### config.mk
export PLATFORM = sky130hd
export DESIGN_NAME = fa_vector_sequencer
export DESIGN_NICKNAME = d
export VERILOG_FILES = /design/src/rtl/fa_seq_pkg.sv /design/src/rtl/fa_resp_checker.sv /design/src/rtl/fa_vector_sequencer.sv
export SDC_FILE = /design/constraint.sdc
export NUM_CORES = 1
export LEC_CHECK = 0
export CAP_MARGIN = 20
export CELL_PAD_IN_SITES_DETAIL_PLACEMENT = 1
export CELL_PAD_IN_SITES_GLOBAL_PLACEMENT = 2
export CORE_ASPECT_RATIO = 0.75
export CORE_MARGIN = 2
export CORE_UTILIZATION = 34
export CTS_CLUSTER_DIAMETER = 100
export DETAILED_ROUTE_END_ITERATION = 10
export HOLD_SLACK_MARGIN = 0.06
export PLACE_DENSITY = 0.78
export SYNTH_ARGS = -nofsm -noshare
export SYNTH_HDL_FRONTEND = slang
export SYNTH_SLANG_ARGS = --single-unit
export TNS_END_PERCENT = 100
### constraint.sdc
create_clock -name CLK -period 2.4 [get_ports CLK]
set_input_delay 0.6 -clock CLK [delete_from_list [all_inputs] [get_ports CLK]]
set_output_delay 0.6 -clock CLK [all_outputs]
set_load 0.02 [all_outputs]
### src/rtl/fa_seq_pkg.sv
// Shared types for the full-adder vector sequencer: FSM states, the {B, A, CIN}
// stimulus vector and the ideal full-adder response.
package fa_seq_pkg;

    typedef enum logic [1:0] {
        ST_IDLE    = 2'd0,
        ST_APPLY_I = 2'd1,
        ST_APPLY_J = 2'd2,
        ST_FINISH  = 2'd3
    } seq_state_t;

    typedef struct packed {
        logic b;
        logic a;
        logic cin;
    } fa_vec_t;

    // Ideal full-adder result for one vector, packed as {COUT, S}.
    function automatic logic [1:0] fa_expect(input fa_vec_t vec);
        logic s;
        logic cout;
        s    = vec.b ^ vec.a ^ vec.cin;
        cout = (vec.b & vec.a) | (vec.b & vec.cin) | (vec.a & vec.cin);
        return {cout, s};
    endfunction

endpackage

### src/rtl/fa_resp_checker.sv
// Response checker: compares the adder's {COUT, S} with the ideal result on a
// sample strobe, pulses mismatch one cycle later and keeps a saturating count.
module fa_resp_checker
    import fa_seq_pkg::*;
#(
    parameter int ERR_W = 16
) (
    input  logic             clk,
    input  logic             rst,
    input  logic             clear,
    input  logic             sample,
    input  fa_vec_t          vec,
    input  logic             s,
    input  logic             cout,
    output logic             mismatch,
    output logic [ERR_W-1:0] err_cnt
);

    logic fail;

    assign fail = sample && (fa_expect(vec) != {cout, s});

    // NOTE: sequential state is always assigned with <= so every register
    // samples its pre-edge inputs regardless of statement order.
    always_ff @(posedge clk) begin
        if (rst) begin
            mismatch <= 1'b0;
            err_cnt  <= '0;
        end else begin
            mismatch <= fail;
            if (clear) begin
                err_cnt <= '0;
            end else if (fail && (err_cnt != {ERR_W{1'b1}})) begin
                err_cnt <= err_cnt + 1'b1;
            end
        end
    end

endmodule

### src/rtl/fa_vector_sequencer.sv
// Pairwise stimulus sequencer for a full adder with optional response checking.
// Define FA_SEQ_CHECK_EN to build in the checker; otherwise MISMATCH/ERR_CNT are 0.
module fa_vector_sequencer
    import fa_seq_pkg::*;
#(
    parameter int N     = 8,
    parameter int DWELL = 50,
    parameter int ERR_W = 16
) (
    input  logic                 CLK,
    input  logic                 RST,
    input  logic                 START,
    input  logic                 VEC_WE,
    input  logic [$clog2(N)-1:0] VEC_ADDR,
    input  logic [2:0]           VEC_DATA,
    input  logic                 S,
    input  logic                 COUT,
    output logic                 B,
    output logic                 A,
    output logic                 CIN,
    output logic [$clog2(N)-1:0] IDX,
    output logic                 BUSY,
    output logic                 DONE,
    output logic                 MISMATCH,
    output logic [ERR_W-1:0]     ERR_CNT
);

    localparam int IW = $clog2(N);
    localparam int CW = $clog2(DWELL);
    localparam logic [IW-1:0] LAST_IDX   = IW'(N - 1);
    localparam logic [CW-1:0] DWELL_LOAD = CW'(DWELL - 1);

    seq_state_t    state_q, state_d;
    logic [IW-1:0] i_q, i_d;
    logic [IW-1:0] j_q, j_d;
    logic [CW-1:0] cnt_q, cnt_d;
    logic          expire;
    logic          applying;
    logic          run_clear;
    logic [IW-1:0] cur_idx;
    fa_vec_t       cur_vec;
    logic          sample_q;
    fa_vec_t       vec_mem [N];

    // NOTE: the vector store has no reset so its contents survive RST; it is
    // plain storage and a reset would only add fan-out to every bit.
    always_ff @(posedge CLK) begin
        if (VEC_WE && !BUSY) begin
            vec_mem[VEC_ADDR] <= fa_vec_t'(VEC_DATA);
        end
    end

    assign expire    = (cnt_q == '0);
    assign applying  = (state_q == ST_APPLY_I) || (state_q == ST_APPLY_J);
    assign run_clear = (state_q == ST_IDLE) && START;
    assign cur_idx   = (state_q == ST_APPLY_J) ? j_q : i_q;
    assign cur_vec   = vec_mem[cur_idx];

    always_ff @(posedge CLK) begin
        if (RST) begin
            state_q <= ST_IDLE;
            i_q     <= '0;
            j_q     <= '0;
            cnt_q   <= '0;
        end else begin
            state_q <= state_d;
            i_q     <= i_d;
            j_q     <= j_d;
            cnt_q   <= cnt_d;
        end
    end

    // NOTE: every variable gets a default before the case so no path leaves
    // one unassigned, which would otherwise infer a latch.
    always_comb begin
        state_d = state_q;
        i_d     = i_q;
        j_d     = j_q;
        cnt_d   = cnt_q;
        unique case (state_q)
            ST_IDLE: begin
                if (START) begin
                    state_d = ST_APPLY_I;
                    i_d     = '0;
                    j_d     = '0;
                    cnt_d   = DWELL_LOAD;
                end
            end
            ST_APPLY_I: begin
                if (expire) begin
                    state_d = ST_APPLY_J;
                    cnt_d   = DWELL_LOAD;
                end else begin
                    cnt_d = cnt_q - 1'b1;
                end
            end
            ST_APPLY_J: begin
                if (expire) begin
                    cnt_d = DWELL_LOAD;
                    if (j_q < LAST_IDX) begin
                        j_d     = j_q + 1'b1;
                        state_d = ST_APPLY_I;
                    end else if (i_q < LAST_IDX) begin
                        // Next row starts on its own diagonal: j = new i.
                        i_d     = i_q + 1'b1;
                        j_d     = i_q + 1'b1;
                        state_d = ST_APPLY_I;
                    end else begin
                        state_d = ST_FINISH;
                    end
                end else begin
                    cnt_d = cnt_q - 1'b1;
                end
            end
            ST_FINISH: begin
                state_d = ST_IDLE;
            end
            default: begin
                state_d = ST_IDLE;
            end
        endcase
    end

    // Output stage trails the state register by one cycle, so the sample
    // strobe lands on the last cycle each vector is actually on the pins.
    always_ff @(posedge CLK) begin
        if (RST) begin
            {B, A, CIN} <= 3'b000;
            IDX         <= '0;
            BUSY        <= 1'b0;
            DONE        <= 1'b0;
            sample_q    <= 1'b0;
        end else begin
            {B, A, CIN} <= applying ? cur_vec : 3'b000;
            IDX         <= applying ? cur_idx : '0;
            BUSY        <= applying;
            DONE        <= (state_q == ST_FINISH);
            sample_q    <= applying && expire;
        end
    end

`ifdef FA_SEQ_CHECK_EN
    fa_resp_checker #(
        .ERR_W (ERR_W)
    ) u_resp_checker (
        .clk      (CLK),
        .rst      (RST),
        .clear    (run_clear),
        .sample   (sample_q),
        .vec      (fa_vec_t'({B, A, CIN})),
        .s        (S),
        .cout     (COUT),
        .mismatch (MISMATCH),
        .err_cnt  (ERR_CNT)
    );
`else
    logic unused_chk;

    assign MISMATCH   = 1'b0;
    assign ERR_CNT    = '0;
    assign unused_chk = ^{S, COUT, sample_q, run_clear};
`endif

endmodule

# After elaboration in Yosys (flattened, before gate mapping)
# Memories as Yosys holds them, arrays and structs flattened. A register that Yosys moved wholly into a read port is not among the register bits.
# Index checks and enable logic that the tools add are counted.
# totals
latchBits,0
in_bits,12
memories,1
output_inout_bits,25
mem_bits_ro,0
mem_bits_rw,24
wordCells,56
reg_bits,19
# memory_table
memory,depth,word_bits,rd,rd_ports_with_merged_regs,wr,line,rtl
vec_mem,8,3,1,1,1,fa_vector_sequencer.sv:43,fa_vec_t vec_mem [N];
# op_classes
div,0
addsub,3
n_eq_ne,9
mux,20
n_bitwise,1
multipliers,0
n_reduce_logical,13
n_shift,0
order_cmp,2
# ops
cell,count
$mux 3,7
$mux 6,2
$pmux 3 s2,2
$pmux 6 s2,1
$mux 2,5
$ne 2x2->1 const B,4
$pmux 2 s4,1
$add 3x1->3 const B,2
$logic_not 6->1,1
$lt 3x3->1 const B,2
$sub 6x1->6 const B,1
$reduce_and 5->1,1
$eq 2x2->1 const B,2
$reduce_and 4->1,1
$reduce_bool 2->1,2
$reduce_or 2->1,2
$ne 3x1->1 const B,1
$reduce_and 3->1,1
$eq 2x1->1 const B,1
$logic_not 2->1,1
$mux 1,2
$ne 2x1->1 const B,1
$reduce_and 2->1,1
$logic_and 1x1->1,1
3 further kinds,3

# Logic depth before layout (Yosys ltp)
# Gate-level depths: netlist of the first run.
# logic_depth
word_depth,5
mapped_depth,8
ltp_nobuf,6

# Worst setup path after synthesis of the first run
# No wires, ideal clock.
# synth_timing
path_type,reg2reg
from,register state_q[0]
to,register A
path_stages_with_launch,9
required_time_ns,2.341
path_buffers,2
synth_period_minus_slack_ns,1.784
arrival_time_ns,1.725
setup_ns,0.059
path_slack_ns,0.616
cell_sequence,dfxtp_1 -> inv_1 -> ha_1 -> buf_4 -> mux2i_1 -> buf_2 -> nand2_1 -> a32oi_1 -> and3_1
# synth_between
elab_chain_len,4
word_cells_on_any_way,6
classes_between,eq/ne (2); mux (1); bitwise (1); reduce/logical (2)
# synth_lines
element,line,rtl
from (decl),fa_vector_sequencer.sv:33,"seq_state_t state_q, state_d;"
from (signal assigned),fa_vector_sequencer.sv:66,state_q <= state_d;
$eq 2x1->1 / $eq 2x2->1 (equally long branches),"fa_vector_sequencer.sv:54, fa_vector_sequencer.sv:56",
$logic_or 1x1->1,fa_vector_sequencer.sv:54,assign applying = (state_q == ST_APPLY_I) || (state_q == ST_APPLY_J);
$not 1->1 (no source line),--,
$reduce_or 2->1 (no source line),--,
to (signal assigned),fa_vector_sequencer.sv:134,"{B, A, CIN} <= applying ? cur_vec : 3'b000;"
to (decl),fa_vector_sequencer.sv:19,"output logic A,"
# Parallel ways exist; a longest one is shown, timed or not.
# A chain may end at the register's enable or synchronous reset.

# Worst setup path in the final report of the first run
# layout_timing
from,input VEC_WE
to,memory vec_mem[0][1] in the netlist's numbering (enable)
# layout_between
elab_chain_len,3
# layout_lines
element,line,rtl
from (decl),fa_vector_sequencer.sv:13,"input logic VEC_WE,"
$logic_and 1x1->1,fa_vector_sequencer.sv:48,if (VEC_WE && !BUSY) begin
$mux 1,fa_vector_sequencer.sv:48,
$mux 1 (implied by the code),fa_vector_sequencer.sv:49,vec_mem[VEC_ADDR] <= fa_vec_t'(VEC_DATA);
to (decl),fa_vector_sequencer.sv:43,
# No other way between the ends.

==> results of run 1 <==
==> cells by family (layout without fill, tap and decap cells) <==
logic type / count (synthesis) / after routing
compound gates: 46 / 46
xor+xnor: 1 / 1
buf+inv: 36 / 44
other cells: 1 / 17
fa+ha+maj: 8 / 8
simple gates: 81 / 81
mux: 9 / 9
flops: 46 / 46
==> state kept, by name, summed over array words and instances (netlist names), 2 cells and up <==
register and cells:
i_q 3, state_q 2, IDX 3, vec_mem 24
j_q 3, cnt_q 6
==> cell usage in the layout, fill, tap and decap left out, types with 6 or more instances in the layout <==
cell             Yosys  layout
nand3_1              7       7
mux2i_1              8       8
nor3_1               6       6
nor2_1              17      17
nand2_1             26      26
and3_1               6       6
a21oi_1              6       6
dfxtp_1             22      22
clkdlybuf4s50_1      0      17
conb_1               1      17
ha_1                 8       8
o21ai_0              7       7
buf_4               21       7
edfxtp_1            24      24
inv_1               12      12
==> metal layers <==
layer	part of all wire	wire length (um)	track usage	vias to the layer above
met2	0.42	2190	0.221	35
met5	0	0	0	-
li1	-	-	-	835
met4	0.0068	35	0.0320	0
met1	0.53	2740	0.212	824
met3	0.040	209	0.0385	2
==> area by class of cell <==
cell class              count  area [um^2]  share of cell area
multi-input cells         162         1010               0.382
repair buffers             24          223              0.0847
clock inverters             3         21.3             0.00809
well taps                  84          105              0.0400
clock buffers               5         68.8              0.0262
flip-flops and latches     46         1160               0.441
inverters                  12         45.0              0.0171
==> synthesized netlist by cell type (2+ instances only) <==
cell type / number / area, um^2
or3_1: 3 / 18.8
o21ai_1: 3 / 15.0
clkbuf_1: 2 / 7.51
nand2b_1: 5 / 31.3
a31oi_1: 4 / 25.0
o31ai_1: 2 / 15.0
dfxtp_1: 22 / 440
a41o_1: 2 / 20.0
o21ai_0: 7 / 35.0
nor2_1: 17 / 63.8
nor2b_1: 3 / 18.8
buf_4: 21 / 158
a31o_2: 2 / 17.5
o32ai_1: 2 / 17.5
a32oi_1: 3 / 26.3
or3b_2: 2 / 17.5
a211oi_1: 2 / 15.0
mux2i_1: 8 / 80.1
o22ai_1: 3 / 18.8
nand2_1: 26 / 97.6
edfxtp_1: 24 / 721
a21oi_1: 6 / 30.0
o21a_1: 2 / 15.0
nand3_1: 7 / 35.0
inv_1: 12 / 45.0
nor3_1: 6 / 30.0
ha_1: 8 / 100
and3_1: 6 / 37.5
nand4_1: 2 / 12.5
==> final timing paths <==
| check | slack (ns) | depth (start not counted) | endpoint |
|---|---|---|---|
| max reg2reg | 0.42 | 7 | B |
| min reg2reg | 0.46 | 2 | cnt_q[5] |
| max | 0.41 | 3 | vec_mem[0][1] |
| min | 0.46 | 2 | cnt_q[5] |
==> stage by stage <==
step	total power [mW]	area, um^2	instances
2_1_floorplan	1.59	2380	244
3_3_place_gp	1.82	2540	328
3_5_place_dp	1.83	2540	328
4_1_cts	2.32	2630	336
5_1_grt	2.48	2630	336
6_report	2.30	2630	336
==> critical path, stage by stage <==
cell and delay, ns:
clkdlybuf4s50_1 0.47, or3b_2 0.49, nor3_1 0.38
==> power by group <==
group	switching (mW)	internal (mW)
Clock	0.280	0.205
Sequential	0.0778	0.913
Combinational	0.500	0.319
==> results by group, run 1 <==
Clocking
  • H-Tree Level Count: 2
  • CTS buffer count: 5
  • Clk sinks: 46
  • Postcts setup bufs: 0
  • Clock transition at path regs: 0.08 ns
  • CTS tree: yes
  • Worst-Skew Late Latency: 0.30 ns
  • CTS Hold Buffers Added: 0
  • Clock root buffer: clkbuf_8
  • CTS Buffer Depth: 2
  • Post-CTS Resized: 0

GRT
  • Gr ovfl total: 0
  • Initial antenna violation count: 0
  • Vias in the first global route: 1619
  • Gr usage total: 0.146
  • Largest net degree at the start of global routing: 16
  • First-pass GRT wire length: 8410 um

Synthesis
  • Post-synthesis mux area share: 0.0393
  • Compound-Gate Fraction of Synth Area: 0.142
  • Fraction of registers with async set/reset: 0
  • Seq cells post-synth: 46
  • Simple-Gate Fraction of Synth Area: 0.178
  • Synth Instances: 228
  • Syn_area_per_cell: 10.2 um^2
  • Synth Area in Adders: 0.0431
  • Post-synth cell types: 45
  • Yosys warns: 0
  • Post-synth EDFFs: 24
  • Register area share after synthesis: 0.500
  • Ys flop type: edfxtp_1
  • Largest family of logic cells by synthesized area: simple AND/OR/NAND/NOR gates
  • XOR/XNOR share of the synthesized area: 0.00377
  • Synth Cell Area: 2320 um^2

Route
  • Wire length per cell: 15.4 um
  • Post-Route WL: 5180 um
  • DRC violation total after the first TritonRoute iteration: 57
  • 1st-pass router iterations: 4
  • Remaining antenna violation count after routing: 0
  • Residual DRC: 0
  • Vias per std cell: 5.05
  • Vias after detailed routing: 1696

Timing
  • Max-slew headroom: 0.652
  • Hold slack: 0.464 ns
  • RSZ-0062 raised after global routing: no
  • Least-Margin Pin Slew: 0.517 ns
  • Max Freq: 0.501 GHz
  • Final Hold Fails: 0
  • Max Slew Vio Count: 0
  • Setup_tns: 0 ns
  • Fin crit period: 1.99 ns
  • Final-report setup violation count: 0
  • Worst clock skew: 0.0101 ns
  • Part of the cycle the worst path needs: 0.831
  • Worst setup margin: 0.405 ns

Critical path
  • Worst endpoint data arrival time: 1.95 ns
  • Critical path required time: 2.35 ns
  • Setup crit start: VEC_WE
  • Worst setup EP type: register
  • FF-to-FF Start: state_q[0]
  • Crit Path Max Fanout: 4
  • Critical path class: input port to register
  • Crit path launch type: input port

Final layout
  • Ant diodes: 0
  • Fin util: 0.392
  • Final nets: 271
  • Layout cells sized above 1: 0.103
  • Filler cell count: 758
  • Area grow syn2layout: 13.3%

Hold path
  • Hold path startpoint: cnt_q[5]
  • Hold WC Path Type: register to register

Floorplanning
  • FP Rows: 26
  • CORE AREA: 6700 um^2
  • Die Wd: 99.4 um
  • Die Y: 75.6 um
  • Ports: 37
  • Die ar.: 7510 um^2
  • Starting Density: 0.347

Power and ir drop
  • VDD IR max: 249 uV
  • Pwr dens: 873 nW/um^2
  • Lkg Pwr: 1.01 nW

Placed design
  • Placed wire-length estimate: 3910 um
  • Gpl congestion: 0.806
  • Buffers on Ports: 17
  • Worst slack at placement: 0.0742 ns

Status
  • Status: finished, final reports clean

Flow run
  • Max Cap Viol: 0
Note: power is estimated with default switching activity, not from simulation.
==> inputs of run 2 (changes only) <==
--- a/config.mk
+++ b/config.mk
@@ -10,11 +10,11 @@
 export CELL_PAD_IN_SITES_GLOBAL_PLACEMENT = 2
 export CORE_ASPECT_RATIO = 0.75
 export CORE_MARGIN = 2
-export CORE_UTILIZATION = 34
+export CORE_UTILIZATION = 30
 export CTS_CLUSTER_DIAMETER = 100
 export DETAILED_ROUTE_END_ITERATION = 10
 export HOLD_SLACK_MARGIN = 0.06
-export PLACE_DENSITY = 0.78
+export PLACE_DENSITY = 0.72
 export SYNTH_ARGS = -nofsm -noshare
 export SYNTH_HDL_FRONTEND = slang
 export SYNTH_SLANG_ARGS = --single-unit
==> constraint.sdc (replaced) <==
create_clock -name CLK -period 1.8 [get_ports CLK]
set_input_delay 0.45 -clock CLK [delete_from_list [all_inputs] [get_ports CLK]]
set_output_delay 0.45 -clock CLK [all_outputs]
set_load 0.02 [all_outputs]
==> run 2 against run 1 <==
  * Clock power up 34%
  * Sequential share of layout area down 4.0 points
  * The run now ends with negative setup slack left
  * Non-clock buffer count up 26
  * Combinational power up 90%
  * Sequential power up 31%
  * Register-to-register slack worse by 0.42 ns
  * Wire length up 8.2%
  * Highest routed layer unchanged
  * Clock skew down 0.0049 ns
  * Critical path type is now register to register
  * Critical endpoint is now cnt_q[3]
==> results by group, run 2 (synthesized netlist as in run 1, its figures left out) <==
Floorplanning
  • Die Wd: 106 um (was 99.4 um)
  • CORE AREA: 7430 um^2 (was 6700 um^2)
  • Ports: 37 (unchanged)
  • Starting Density: 0.312 (was 0.347)
  • FP Rows: 27 (was 26)
  • Die ar.: 8470 um^2 (was 7510 um^2)
  • Die Y: 80.2 um (was 75.6 um)

Placed design
  • Post-place instance area: 2730 um^2 (was 2540 um^2)
  • Buffers on Ports: 17 (unchanged)
  • Gpl congestion: 0.822 (was 0.806)
  • Placed wire-length estimate: 4120 um (was 3910 um)
  • Worst slack at placement: -0.240 ns (was 0.0742 ns)

Critical path
  • Crit path launch type: register (was input port)
  • Crit path buf inv count: 1 (unchanged)
  • CP max stage delay: 0.52 ns (was 0.49 ns)
  • Critical path required time: 2.00 ns (was 2.35 ns)
  • Worst endpoint data arrival time: 2.00 ns (was 1.95 ns)
  • Crit Path Max Fanout: 5 (was 4)
  • Slowest stage cell on the critical path: or4b_4 (was or3b_2)
  • Worst-path cell chain: inv_2, ha_4, or4b_4, o21ai_2, o21ai_1, a32o_2 (was clkdlybuf4s50_1, or3b_2, nor3_1)
  • Worst setup EP type: register (unchanged)
  • Critical path class: register to register (was input port to register)
  • Top delay family on crit path: compound AO/OA/AOI/OAI gates (was simple AND/OR/NAND/NOR gates)

Hold path
  • Hold WC Path Type: register to register (unchanged)

Clocking
  • H-Tree Level Count: 2 (unchanged)
  • Worst-Skew Late Latency: 0.30 ns (about the same)
  • CTS buffer count: 5 (unchanged)
  • Clock transition at path regs: 0.09 ns (was 0.08 ns)
  • CTS Hold Buffers Added: 0 (unchanged)
  • Clk sinks: 46 (unchanged)
  • CTS Buffer Depth: 2 (unchanged)
  • CTS tree: yes (unchanged)
  • Clock root buffer: clkbuf_8 (unchanged)

Power and ir drop
  • Pwr dens: 1210 nW/um^2 (was 873 nW/um^2)
  • Design Power: 3.51 mW (was 2.30 mW)
  • Lkg Pwr: 1.14 nW (was 1.01 nW)
  • VDD IR max: 337 uV (was 249 uV)

GRT
  • Met2 Usage GRT: 0.206 (was 0.221)
  • Gr ovfl total: 0 (unchanged)
  • Met3 Use GR: 0.0276 (was 0.0385)
  • Gr busiest metal: met2 (unchanged)
  • Largest net degree at the start of global routing: 16 (unchanged)
  • Met1 Use GR: 0.204 (was 0.212)
  • Gr usage total: 0.140 (was 0.146)
  • Vias in the first global route: 1825 (was 1619)
  • Initial antenna violation count: 0 (unchanged)
  • First-pass GRT wire length: 9290 um (was 8410 um)

Final layout
  • Layout cells sized above 1: 0.223 (was 0.103)
  • Sequential cell area: 1160 um^2 (about the same)
  • Max reg flops: 24 (unchanged)
  • Filler cell count: 859 (was 758)
  • Reg with most FFs: vec_mem (unchanged)
  • Most common cell after layout, fill and taps aside: buf_4 (was nand2_1)
  • Fin util: 0.390 (was 0.392)
  • Area grow syn2layout: 24.8% (was 13.3%)
  • Final nets: 297 (was 271)
  • Multi-input gate area: 1060 um^2 (was 1010 um^2)
  • Biggest regs: vec_mem (24), cnt_q (6) (unchanged)
  • Final instance area: 2900 um^2 (was 2630 um^2)
  • Commonest cells after routing, fill and taps aside: buf_4 (33), nand2_1 (26), edfxtp_1 (24) (was nand2_1 (26), edfxtp_1 (24), dfxtp_1 (22))
  • Ant diodes: 0 (unchanged)

Status
  • Failing checks: negative setup slack
  • Status: complete, but fails checks (was finished, final reports clean)

Timing
  • Fin crit period: 1.80 ns
  • Max Slew Vio Count: 0 (unchanged)
  • RSZ-0062 raised after global routing: yes (was no)
  • Final Hold Fails: 0 (unchanged)
  • Worst setup margin: -0.00177 ns (was 0.405 ns)
  • Max Freq: 0.555 GHz
  • Worst clock skew: 0.00514 ns (was 0.0101 ns)
  • Least-Margin Pin Slew: 0.509 ns (was 0.517 ns)
  • Hold slack: 0.480 ns (was 0.464 ns)
  • Max-slew headroom: 0.660 (was 0.652)
  • Part of the cycle the worst path needs: 1.00
  • Final-report setup violation count: 1 (was 0)

Route
  • 1st-pass router iterations: 4 (unchanged)
  • Vias per std cell: 4.79 (was 5.05)
  • Vias after detailed routing: 1815 (was 1696)
  • Residual DRC: 0 (unchanged)
  • Post-Route WL: 5610 um (was 5180 um)
  • Wire length per cell: 14.8 um (was 15.4 um)
  • Remaining antenna violation count after routing: 0 (unchanged)
  • DRC violation total after the first TritonRoute iteration: 44 (was 57)

Flow run
  • Max Cap Viol: 0 (unchanged)
run 2: report_power, final:
group / internal, mW / total, mW / leakage [nW] / switching [mW]
Combinational: 0.733 / 1.56 / 0.702 / 0.827
Sequential: 1.22 / 1.30 / 0.397 / 0.0795
Clock: 0.274 / 0.649 / 0.0441 / 0.375
Total: 2.23 / 3.51 / 1.14 / 1.28
run 2: stage by stage:
step,TNS (ns),cells
global route,-0.534,379
CTS,0,375
detailed placement,-2.91,367
floorplan,0,244
finish,-0.00177,379
global placement,-2.29,367
run 2: metal layers:
layer  wire length [um]  up-vias  share of wire
met5                  0        -              0
met4                 59        0          0.011
met3                196        5          0.035
met2               2360       33           0.42
met1               2990      887           0.53
li1                   -      890              -
run 2: path summary, 6_finish.rpt:
path	slack (ns)	end	startpoint	depth (start not counted)
max	-0.002	cnt_q[3]	cnt_q[0]	6
min reg2reg	0.48	cnt_q[5]	cnt_q[5]	2
max reg2reg	-0.002	cnt_q[3]	cnt_q[0]	6
min	0.48	cnt_q[5]	cnt_q[5]	2
run 2: worst reg2reg max path, delay by kind of cell (launching register included):
family | cells | cell delay, ns
compound gates | 3 | 0.66
simple gates | 1 | 0.52
flops | 1 | 0.33
fa+ha+maj | 1 | 0.12
buf+inv | 1 | 0.07
run 2: cell type report:
class / instances / area share
Tap cell: 101 / 0.0436
Timing Repair Buffer: 50 / 0.144
Multi-Input combinational cell: 162 / 0.364
Sequential cell: 46 / 0.401
Clock inverter: 3 / 0.00734
Inverter: 12 / 0.0155
Clock buffer: 5 / 0.0237
run 2: what timing repair did:
item,in CTS,in global routing
gates resized for setup,5,10
pin swaps,1,2
endpoints found under the setup margin,9,17
setup buffers,0,4
